==> config.mk <==
export PLATFORM = sky130hd
export DESIGN_NAME = dac_serializer_flat
export DESIGN_NICKNAME = d
export VERILOG_FILES = /design/src/rtl/dac_serializer_if.sv /design/src/rtl/dac_serializer.sv /design/src/flat_wrapper.sv
export SDC_FILE = /design/constraint.sdc
export NUM_CORES = 1
export LEC_CHECK = 0
export CORE_AREA = 2 2 74 76
export CTS_BUF_LIST = sky130_fd_sc_hd__clkbuf_4
export CTS_CLUSTER_DIAMETER = 120
export DETAILED_ROUTE_END_ITERATION = 12
export DIE_AREA = 0 0 76 78
export PLACE_DENSITY_LB_ADDON = 0.1
export SKIP_CTS_REPAIR_TIMING = 1
export SLEW_MARGIN = 20
export SYNTH_ARGS = -nofsm -noshare
export SYNTH_HDL_FRONTEND = slang
export SYNTH_SLANG_ARGS = --single-unit
==> constraint.sdc <==
create_clock -name Clk -period 2 [get_ports Clk]
set_clock_uncertainty 0.1 [all_clocks]
set_input_delay 0.3 -clock Clk [delete_from_list [all_inputs] [get_ports Clk]]
set_output_delay 0.3 -clock Clk [all_outputs]
set_load 0.03 [all_outputs]
==> src/rtl/dac_serializer_if.sv <==
// Sample capture and DAC pin bundle shared by the serializer and its driver.
// The slave side is the serializer; the master side supplies samples and watches the pins.
interface dac_serializer_if #(
  parameter int DATA_W = 12
);
  logic              Hlt;
  logic              Sample_stb;
  logic [DATA_W-1:0] Sample_data;
  logic              Dac_cs_n;
  logic              Dac_sclk;
  logic              Dac_sdi;
  logic              Dac_ldac_n;
  logic              Busy;
  logic              Overrun;
  logic [7:0]        Drop_cnt;

  modport master (
    output Hlt, Sample_stb, Sample_data,
    input  Dac_cs_n, Dac_sclk, Dac_sdi, Dac_ldac_n, Busy, Overrun, Drop_cnt
  );

  modport slave (
    input  Hlt, Sample_stb, Sample_data,
    output Dac_cs_n, Dac_sclk, Dac_sdi, Dac_ldac_n, Busy, Overrun, Drop_cnt
  );
endinterface

==> src/rtl/dac_serializer.sv <==
// Captures filtered samples and shifts them out as {CFG_BITS, offset-binary} SPI frames, then pulses LDAC.
// Latency: chip select drops 1 cycle after an accepted strobe; a frame takes 35*CLK_DIV cycles.
// Backpressure: none upstream; one holding slot, further strobes are dropped and counted.
module dac_serializer #(
  parameter int               DATA_W   = 12,
  parameter int               CFG_W    = 4,
  parameter logic [CFG_W-1:0] CFG_BITS = 4'b0111,
  parameter int               CLK_DIV  = 4
) (
  input logic             Clk,
  input logic             Rst_n,
  dac_serializer_if.slave bus
);
  localparam int FRAME_W = CFG_W + DATA_W;
  localparam int HP_N    = 2 * FRAME_W;
  localparam int DIV_W   = (CLK_DIV > 1) ? $clog2(CLK_DIV) : 1;
  localparam int HP_W    = $clog2(HP_N);

  localparam logic [DIV_W-1:0]  DIV_LAST  = DIV_W'(CLK_DIV - 1);
  localparam logic [HP_W-1:0]   HP_LAST   = HP_W'(HP_N - 1);
  localparam logic [DATA_W-1:0] SIGN_FLIP = {1'b1, {(DATA_W-1){1'b0}}};

  typedef enum logic [2:0] {
    S_IDLE,
    S_SETUP,
    S_SHIFT,
    S_HOLD,
    S_LDAC
  } state_e;

  state_e             state_q;
  logic [DIV_W-1:0]   div_q;
  logic [HP_W-1:0]    hp_q;
  logic [FRAME_W-1:0] sr_q;
  logic               cs_n_q;
  logic               sclk_q;
  logic               sdi_q;
  logic               ldac_n_q;
  logic               busy_q;

  logic               buf_vld_q, buf_vld_d;
  logic [DATA_W-1:0]  buf_dat_q, buf_dat_d;
  logic               ovr_q, ovr_d;
  logic [7:0]         drop_q, drop_d;

  logic               half_end;
  logic               accept;
  logic               load_slot;
  logic               load;
  logic [DATA_W-1:0]  load_dat;
  logic [FRAME_W-1:0] frame_d;

  always_comb begin
    half_end  = (div_q == DIV_LAST);
    accept    = bus.Sample_stb & ~bus.Hlt;
    load_slot = (state_q == S_IDLE) || ((state_q == S_LDAC) && half_end);
    load      = load_slot && (buf_vld_q || accept);
    load_dat  = buf_vld_q ? buf_dat_q : bus.Sample_data;
    frame_d   = {CFG_BITS, load_dat ^ SIGN_FLIP};

    buf_vld_d = buf_vld_q;
    buf_dat_d = buf_dat_q;
    ovr_d     = 1'b0;
    if (load) begin
      buf_vld_d = 1'b0;
    end
    // An empty slot being loaded takes the strobe straight into the shifter.
    if (accept && !(load && !buf_vld_q)) begin
      if (buf_vld_q && !load) begin
        ovr_d = 1'b1;
      end else begin
        buf_vld_d = 1'b1;
        buf_dat_d = bus.Sample_data;
      end
    end

    drop_d = drop_q;
    if (ovr_d && (drop_q != 8'hFF)) begin
      drop_d = drop_q + 8'd1;
    end
  end

  always_ff @(posedge Clk or negedge Rst_n) begin
    if (!Rst_n) begin
      buf_vld_q <= 1'b0;
      buf_dat_q <= '0;
      ovr_q     <= 1'b0;
      drop_q    <= '0;
    end else begin
      buf_vld_q <= buf_vld_d;
      buf_dat_q <= buf_dat_d;
      ovr_q     <= ovr_d;
      drop_q    <= drop_d;
    end
  end

  always_ff @(posedge Clk or negedge Rst_n) begin
    if (!Rst_n) begin
      state_q  <= S_IDLE;
      div_q    <= '0;
      hp_q     <= '0;
      sr_q     <= '0;
      cs_n_q   <= 1'b1;
      sclk_q   <= 1'b0;
      sdi_q    <= 1'b0;
      ldac_n_q <= 1'b1;
      busy_q   <= 1'b0;
    end else begin
      div_q <= ((state_q == S_IDLE) || half_end) ? '0 : div_q + DIV_W'(1);
      case (state_q)
        S_IDLE: begin
          if (load) begin
            state_q <= S_SETUP;
            sr_q    <= frame_d;
            sdi_q   <= frame_d[FRAME_W-1];
            cs_n_q  <= 1'b0;
            busy_q  <= 1'b1;
          end
        end
        S_SETUP: begin
          if (half_end) begin
            state_q <= S_SHIFT;
            hp_q    <= '0;
          end
        end
        S_SHIFT: begin
          if (half_end) begin
            sclk_q <= ~sclk_q;
            hp_q   <= hp_q + HP_W'(1);
            if (hp_q == HP_LAST) begin
              state_q <= S_HOLD;
              cs_n_q  <= 1'b1;
              sdi_q   <= 1'b0;
            end else if (hp_q[0]) begin
              // Odd half-periods end on a falling edge: present the next bit.
              sr_q  <= sr_q << 1;
              sdi_q <= sr_q[FRAME_W-2];
            end
          end
        end
        S_HOLD: begin
          if (half_end) begin
            state_q  <= S_LDAC;
            ldac_n_q <= 1'b0;
          end
        end
        S_LDAC: begin
          if (half_end) begin
            ldac_n_q <= 1'b1;
            if (load) begin
              state_q <= S_SETUP;
              sr_q    <= frame_d;
              sdi_q   <= frame_d[FRAME_W-1];
              cs_n_q  <= 1'b0;
            end else begin
              state_q <= S_IDLE;
              busy_q  <= 1'b0;
            end
          end
        end
        default: begin
          state_q <= S_IDLE;
          busy_q  <= 1'b0;
        end
      endcase
    end
  end

  assign bus.Dac_cs_n   = cs_n_q;
  assign bus.Dac_sclk   = sclk_q;
  assign bus.Dac_sdi    = sdi_q;
  assign bus.Dac_ldac_n = ldac_n_q;
  assign bus.Busy       = busy_q;
  assign bus.Overrun    = ovr_q;
  assign bus.Drop_cnt   = drop_q;
endmodule

==> src/flat_wrapper.sv <==
// flat-port wrapper written by rule: the top's interface ports become plain ports
module dac_serializer_flat 
#(
  parameter int               DATA_W   = 12,
  parameter int               CFG_W    = 4,
  parameter logic [CFG_W-1:0] CFG_BITS = 4'b0111,
  parameter int               CLK_DIV  = 4
)
  (Clk, Rst_n, bus_Hlt, bus_Sample_stb, bus_Sample_data, bus_Dac_cs_n, bus_Dac_sclk, bus_Dac_sdi, bus_Dac_ldac_n, bus_Busy, bus_Overrun, bus_Drop_cnt);
  dac_serializer_if #(.DATA_W(DATA_W)) bus_i ();
  input logic Clk;
  input logic Rst_n;
  input wire logic [$bits(bus_i.Hlt)-1:0] bus_Hlt;
  input wire logic [$bits(bus_i.Sample_stb)-1:0] bus_Sample_stb;
  input wire logic [$bits(bus_i.Sample_data)-1:0] bus_Sample_data;
  output wire logic [$bits(bus_i.Dac_cs_n)-1:0] bus_Dac_cs_n;
  output wire logic [$bits(bus_i.Dac_sclk)-1:0] bus_Dac_sclk;
  output wire logic [$bits(bus_i.Dac_sdi)-1:0] bus_Dac_sdi;
  output wire logic [$bits(bus_i.Dac_ldac_n)-1:0] bus_Dac_ldac_n;
  output wire logic [$bits(bus_i.Busy)-1:0] bus_Busy;
  output wire logic [$bits(bus_i.Overrun)-1:0] bus_Overrun;
  output wire logic [$bits(bus_i.Drop_cnt)-1:0] bus_Drop_cnt;
  assign bus_i.Hlt = bus_Hlt;
  assign bus_i.Sample_stb = bus_Sample_stb;
  assign bus_i.Sample_data = bus_Sample_data;
  assign bus_Dac_cs_n = bus_i.Dac_cs_n;
  assign bus_Dac_sclk = bus_i.Dac_sclk;
  assign bus_Dac_sdi = bus_i.Dac_sdi;
  assign bus_Dac_ldac_n = bus_i.Dac_ldac_n;
  assign bus_Busy = bus_i.Busy;
  assign bus_Overrun = bus_i.Overrun;
  assign bus_Drop_cnt = bus_i.Drop_cnt;
  dac_serializer #(.DATA_W(DATA_W), .CFG_W(CFG_W), .CFG_BITS(CFG_BITS), .CLK_DIV(CLK_DIV)) u_core (.Clk(Clk), .Rst_n(Rst_n), .bus(bus_i));
endmodule
======== Word-level counts from Yosys, hierarchy flattened ========
Cells that the tools add are included.
word-level totals
  register bits after elaboration ......... 53
  logic and storage cells ................. 107
operators by class
  add/sub/neg operators ................... 3
  equality and inequality tests ........... 17
  mux-type cells .......................... 42
  bitwise gates (word level) .............. 6
  reduce and logical (&&, ||, !) cells .... 26
operators with widths
  operator                                                                 number
  16-bit two-way mux                                                       5
  16-bit case mux with 3 select lines                                      1
  1-bit two-way mux                                                        20
  3-bit two-way mux                                                        6
  3-bit case mux with 5 select lines                                       1
  2-bit by 1-bit inequality test with 1-bit output, second input constant  7
  12-bit two-way mux                                                       1
  4-bit AND reduction                                                      3
  5-bit two-way mux                                                        2
  5-bit case mux with 2 select lines                                       1
  1-bit case mux with 3 select lines                                       3
  8-bit by 1-bit adder with 8-bit output, second input constant            1
  8-bit inequality test, second input constant                             1
  3-bit by 2-bit equality test with 1-bit output, second input constant    2
  1-bit logical AND                                                        6
  3-bit AND reduction                                                      2
  6-bit AND reduction                                                      1
  5-bit by 1-bit adder with 5-bit output, second input constant            1
  5-bit equality test, second input constant                               1
  1-bit NOT                                                                5
  5-bit AND reduction                                                      1
  2-bit inequality test, second input constant                             2
  2-bit AND reduction                                                      2
  2-bit nonzero test                                                       2
  other kinds (13)                                                         17

======== Longest topological paths before layout ========
  depth in word-level cells ............... 9
  mapped depth ............................ 8
  gate-level depth less buffers ........... 7

======== Worst setup path before layout ========
OpenSTA, ideal clock, no wires.
  kind .................................... reg2reg
  start point ............................. register u_core.hp_q[0]
  end point ............................... register u_core.sr_q[12]
  data arrival time ....................... 1,877 ps
  data required time ...................... 1,775 ps
  path slack .............................. -102 ps
  cell stages (with the launch flop) ...... 9
  clock period less this slack ............ 2,102 ps
  path through ............................ dfrtp_1 ha_1 and3_1 ha_1 inv_1 nand4_1 nand2_1 buf_4 mux2_2
between the ends
  cells in the longest elaborated chain, start to end .. 3
RTL lines
  what                             line                   RTL
  start, declared                  dac_serializer.sv:33   logic [HP_W-1:0] hp_q;
  start signal, assigned           dac_serializer.sv:129  hp_q <= hp_q + HP_W'(1);
  5-bit equality test              dac_serializer.sv:130  if (hp_q == HP_LAST) begin
  2-bit inequality test (no line)  -
  5-bit AND reduction (no line) *  -
  end signal, assigned             dac_serializer.sv:114  sr_q <= frame_d;
  end signal, assigned             dac_serializer.sv:136  sr_q <= sr_q << 1;
  end signal, assigned             dac_serializer.sv:152  sr_q <= frame_d;
  end, declared                    dac_serializer.sv:34   logic [FRAME_W-1:0] sr_q;
Every way passes the cells marked *; elsewhere a longest branch is shown, timed or not.
A chain may end at the register's enable or synchronous reset.

======== Final worst setup path ========
  start point ............................. register u_core.hp_q[0]
  end point ............................... register u_core.sr_q[1]
The elaborated chain is that of the path after synthesis.

==> results <==
## how the worst max path moves through the flow
stage	start	to	cells past startpoint
floorplan	u_core.hp_q[0]	u_core.sr_q[12]	8
global placement	bus_Sample_stb	u_core.bus.Drop_cnt[1]	5
detailed placement	bus_Sample_stb	u_core.sr_q[3]	6
CTS	u_core.bus.Dac_ldac_n	bus_Dac_ldac_n	1
global route	u_core.hp_q[0]	u_core.sr_q[4]	8
finish	u_core.hp_q[0]	u_core.sr_q[1]	8
## per-stage QoR
step	worst slack [ns]	cell area (sq um)	std cells
global route	-0.0462	3310	357
detailed placement	-0.0861	3140	344
global placement	-0.0735	3140	344
CTS	-0.0248	3200	352
finish	0.0345	3310	357
floorplan	0.0238	2630	233
## cell usage after synthesis, types with 4 or more instances
master    number
a21oi_1        9
buf_2          5
ha_1           4
o21ai_0       22
dfrtp_1       50
inv_1          7
nand2b_1       5
mux2_2        17
mux2_4        10
xor2_1         6
nand2_1       22
clkbuf_1       4
nand3_1        5
mux2i_1       12
nor2b_1        4
nor2_1         7
## logic make-up (layout without fill, tap and decap cells)
kind of cell             Yosys count  after routing  share of synthesized area [%]
AND/OR/NAND/NOR                   63             63                           13.0
adder cells (fa/ha/maj)            5              5                           2.29
buffers and inverters             20             74                           4.15
multiplexers                      40             40                           18.0
AO/OA/AOI/OAI                     45             45                           10.1
flip-flops                        52             52                           49.7
XOR/XNOR                           8              8                           2.67
## cell type report
type                    count  area, sq um
well taps                  70         87.6
clock buffers               5         37.5
flip-flops and latches     52         1300
fillers                   405         1740
clock inverters             3         17.5
multi-input cells         161         1260
repair buffers             59          576
inverters                   7         26.3
## worst register-to-register path, delay by kind of cell (launching register included)
family | cells | cell delay [ns]
muxes | 1 | 0.33
adders and majority gates | 2 | 0.36
DFF | 1 | 0.41
and+or+nand+nor | 3 | 0.47
buffers and inverters | 2 | 0.22
## flip-flops by register name, summed over array words and instances, names as in the netlist
name / count
u_core.sr_q: 15
u_core.buf_dat_q: 12
u_core.bus.Drop_cnt: 8
u_core.hp_q: 5
u_core.state_q: 3
u_core.div_q: 2
u_core.buf_vld_q: 1
u_core.bus.Busy: 1
u_core.bus.Dac_cs_n: 1
u_core.bus.Dac_ldac_n: 1
u_core.bus.Dac_sclk: 1
u_core.bus.Dac_sdi: 1
u_core.bus.Overrun: 1
## report_power, final
group          internal, mW  switching [mW]  total, mW  leakage (nW)
Sequential             1.15          0.0988       1.25         0.604
Clock                 0.137           0.331      0.467        0.0330
Combinational         0.243           0.231      0.474         0.931
## routing by layer
| metal | global-route usage (%) | up-vias |
|---|---|---|
| met5 | 0 | - |
| met1 | 26.0 | 892 |
| li1 | - | 940 |
| met2 | 28.0 | 21 |
| met3 | 3.37 | 5 |
| met4 | 4.91 | 0 |
==> results.json <==
{
  "run_status": "completed",
  "io_buffer_count": 29,
  "grt_pass1_wl_mm": 8.70,
  "synth_flop_cell": "dfrtp_1",
  "grt_pass1_vias": 1884,
  "seq_area_frac_synth_pct": 49.7,
  "hpwl_mm": 3.49,
  "cts.clk_slew.worst_paths_ns": 0.15,
  "path_buf_inv": 2,
  "vias_per_cell": 5.20,
  "synthCells": 233,
  "ys_async_sr_fraction_pct": 100,
  "r2r_setup_slack_ns": 0.03,
  "critical_path.cell_chain": "ha_2 -> and3_4 -> ha_4 -> inv_2 -> nand4_1 -> nand2_2 -> clkbuf_16 -> mux2_2",
  "wl_mm": 5.04,
  "wire_per_inst_um": 14.1,
  "cts_buffers": 5,
  "cts_tree": "yes",
  "syn_avg_cell_area_sq_um": 11.3,
  "met3WireLength_um": 130,
  "num_antenna_cells": 0,
  "grt_start_max_net_pins": 53,
  "powerDensity_nw_per_um2": 663,
  "clock_sinks": 52,
  "route.detailed.drc": 0,
  "tns_ns": 0,
  "ys_ff_latch": 52,
  "required_ns": 2.18,
  "hold_violations": 0,
  "final_cell_mix": "dfrtp_1, clkdlybuf4s50_1, buf_4",
  "num_vias": 1858,
  "period_needed_ns": 1.97,
  "cpPeakStageDelay_ns": 0.41,
  "die-area_sq_um": 5930,
  "report.power.total_mw": 2.19,
  "die_w_um": 76,
  "drt_iter0_drc": 77,
  "yosysTopAreaCellShare_pct": 47.7,
  "wl_met2_mm": 2.30,
  "core_sq_um": 5040,
  "synth_enable_flop_cells": 0,
  "grt_overflow_total": 0,
  "leakage_nw": 1.57,
  "cap_violations": 0,
  "max_freq_mhz": 509,
  "tightest_slew_ns": 0.344,
  "dr.max_layer_used": "met4",
  "crit_type": "reg2reg",
  "yosys-top-cells-area": "dfrtp_1, mux2_2, mux2_4, mux2i_1, o21ai_0",
  "io-pin-count": 30,
  "setup_viol": 0,
  "fin_nets": 306,
  "grt_usage_pct": 18.0,
  "rsz0062_at_grt": "yes",
  "syn_area_sq_um": 2620,
  "drive_gt1_share_pct": 26.1,
  "slew_violations": 0,
  "crit_path_start_kind": "register",
  "htreeDepth": 2,
  "ir_drop_uv": 604,
  "core.rowCount": 26,
  "place.gp.congestion": 0.784,
  "finish.utilization_pct": 65.6,
  "wl_met1_mm": 2.56,
  "antenna_found_initial": 0,
  "final_common_cell": "dfrtp_1",
  "syn2layout_area_growth_pct": 26.1,
  "whs_ns": 0.340,
  "r2r_start": "u_core.hp_q[0]",
  "max-slew-margin-rel_pct": 76.7,
  "drtPass1Iterations": 4,
  "ant_nets": 0,
  "root_buffer": "clkbuf_4",
  "cpLargestDelayFamily": "simple AND/OR/NAND/NOR gates",
  "cts.path.max_buffers": 2,
  "hold_class": "in2async",
  "netlist-cell-type-count": 46,
  "clk-insertion-delay-late_ns": 0.37,
  "syn_nets": 253,
  "path_max_fanout": 7,
  "crit_path_end_kind": "register",
  "yosys.area.top_type": "dfrtp_1",
  "worstRegToRegCells": 8,
  "ys.warnings.count": 0,
  "r2r-end": "u_core.sr_q[1]",
  "start_util_pct": 52.0,
  "crit_slowest_cell": "dfrtp_1",
  "crit_arrival_ns": 2.14,
  "period_share_pct": 98.3,
  "die_h_um": 78
}
No activity file was read; power rests on OpenSTA's default activity.
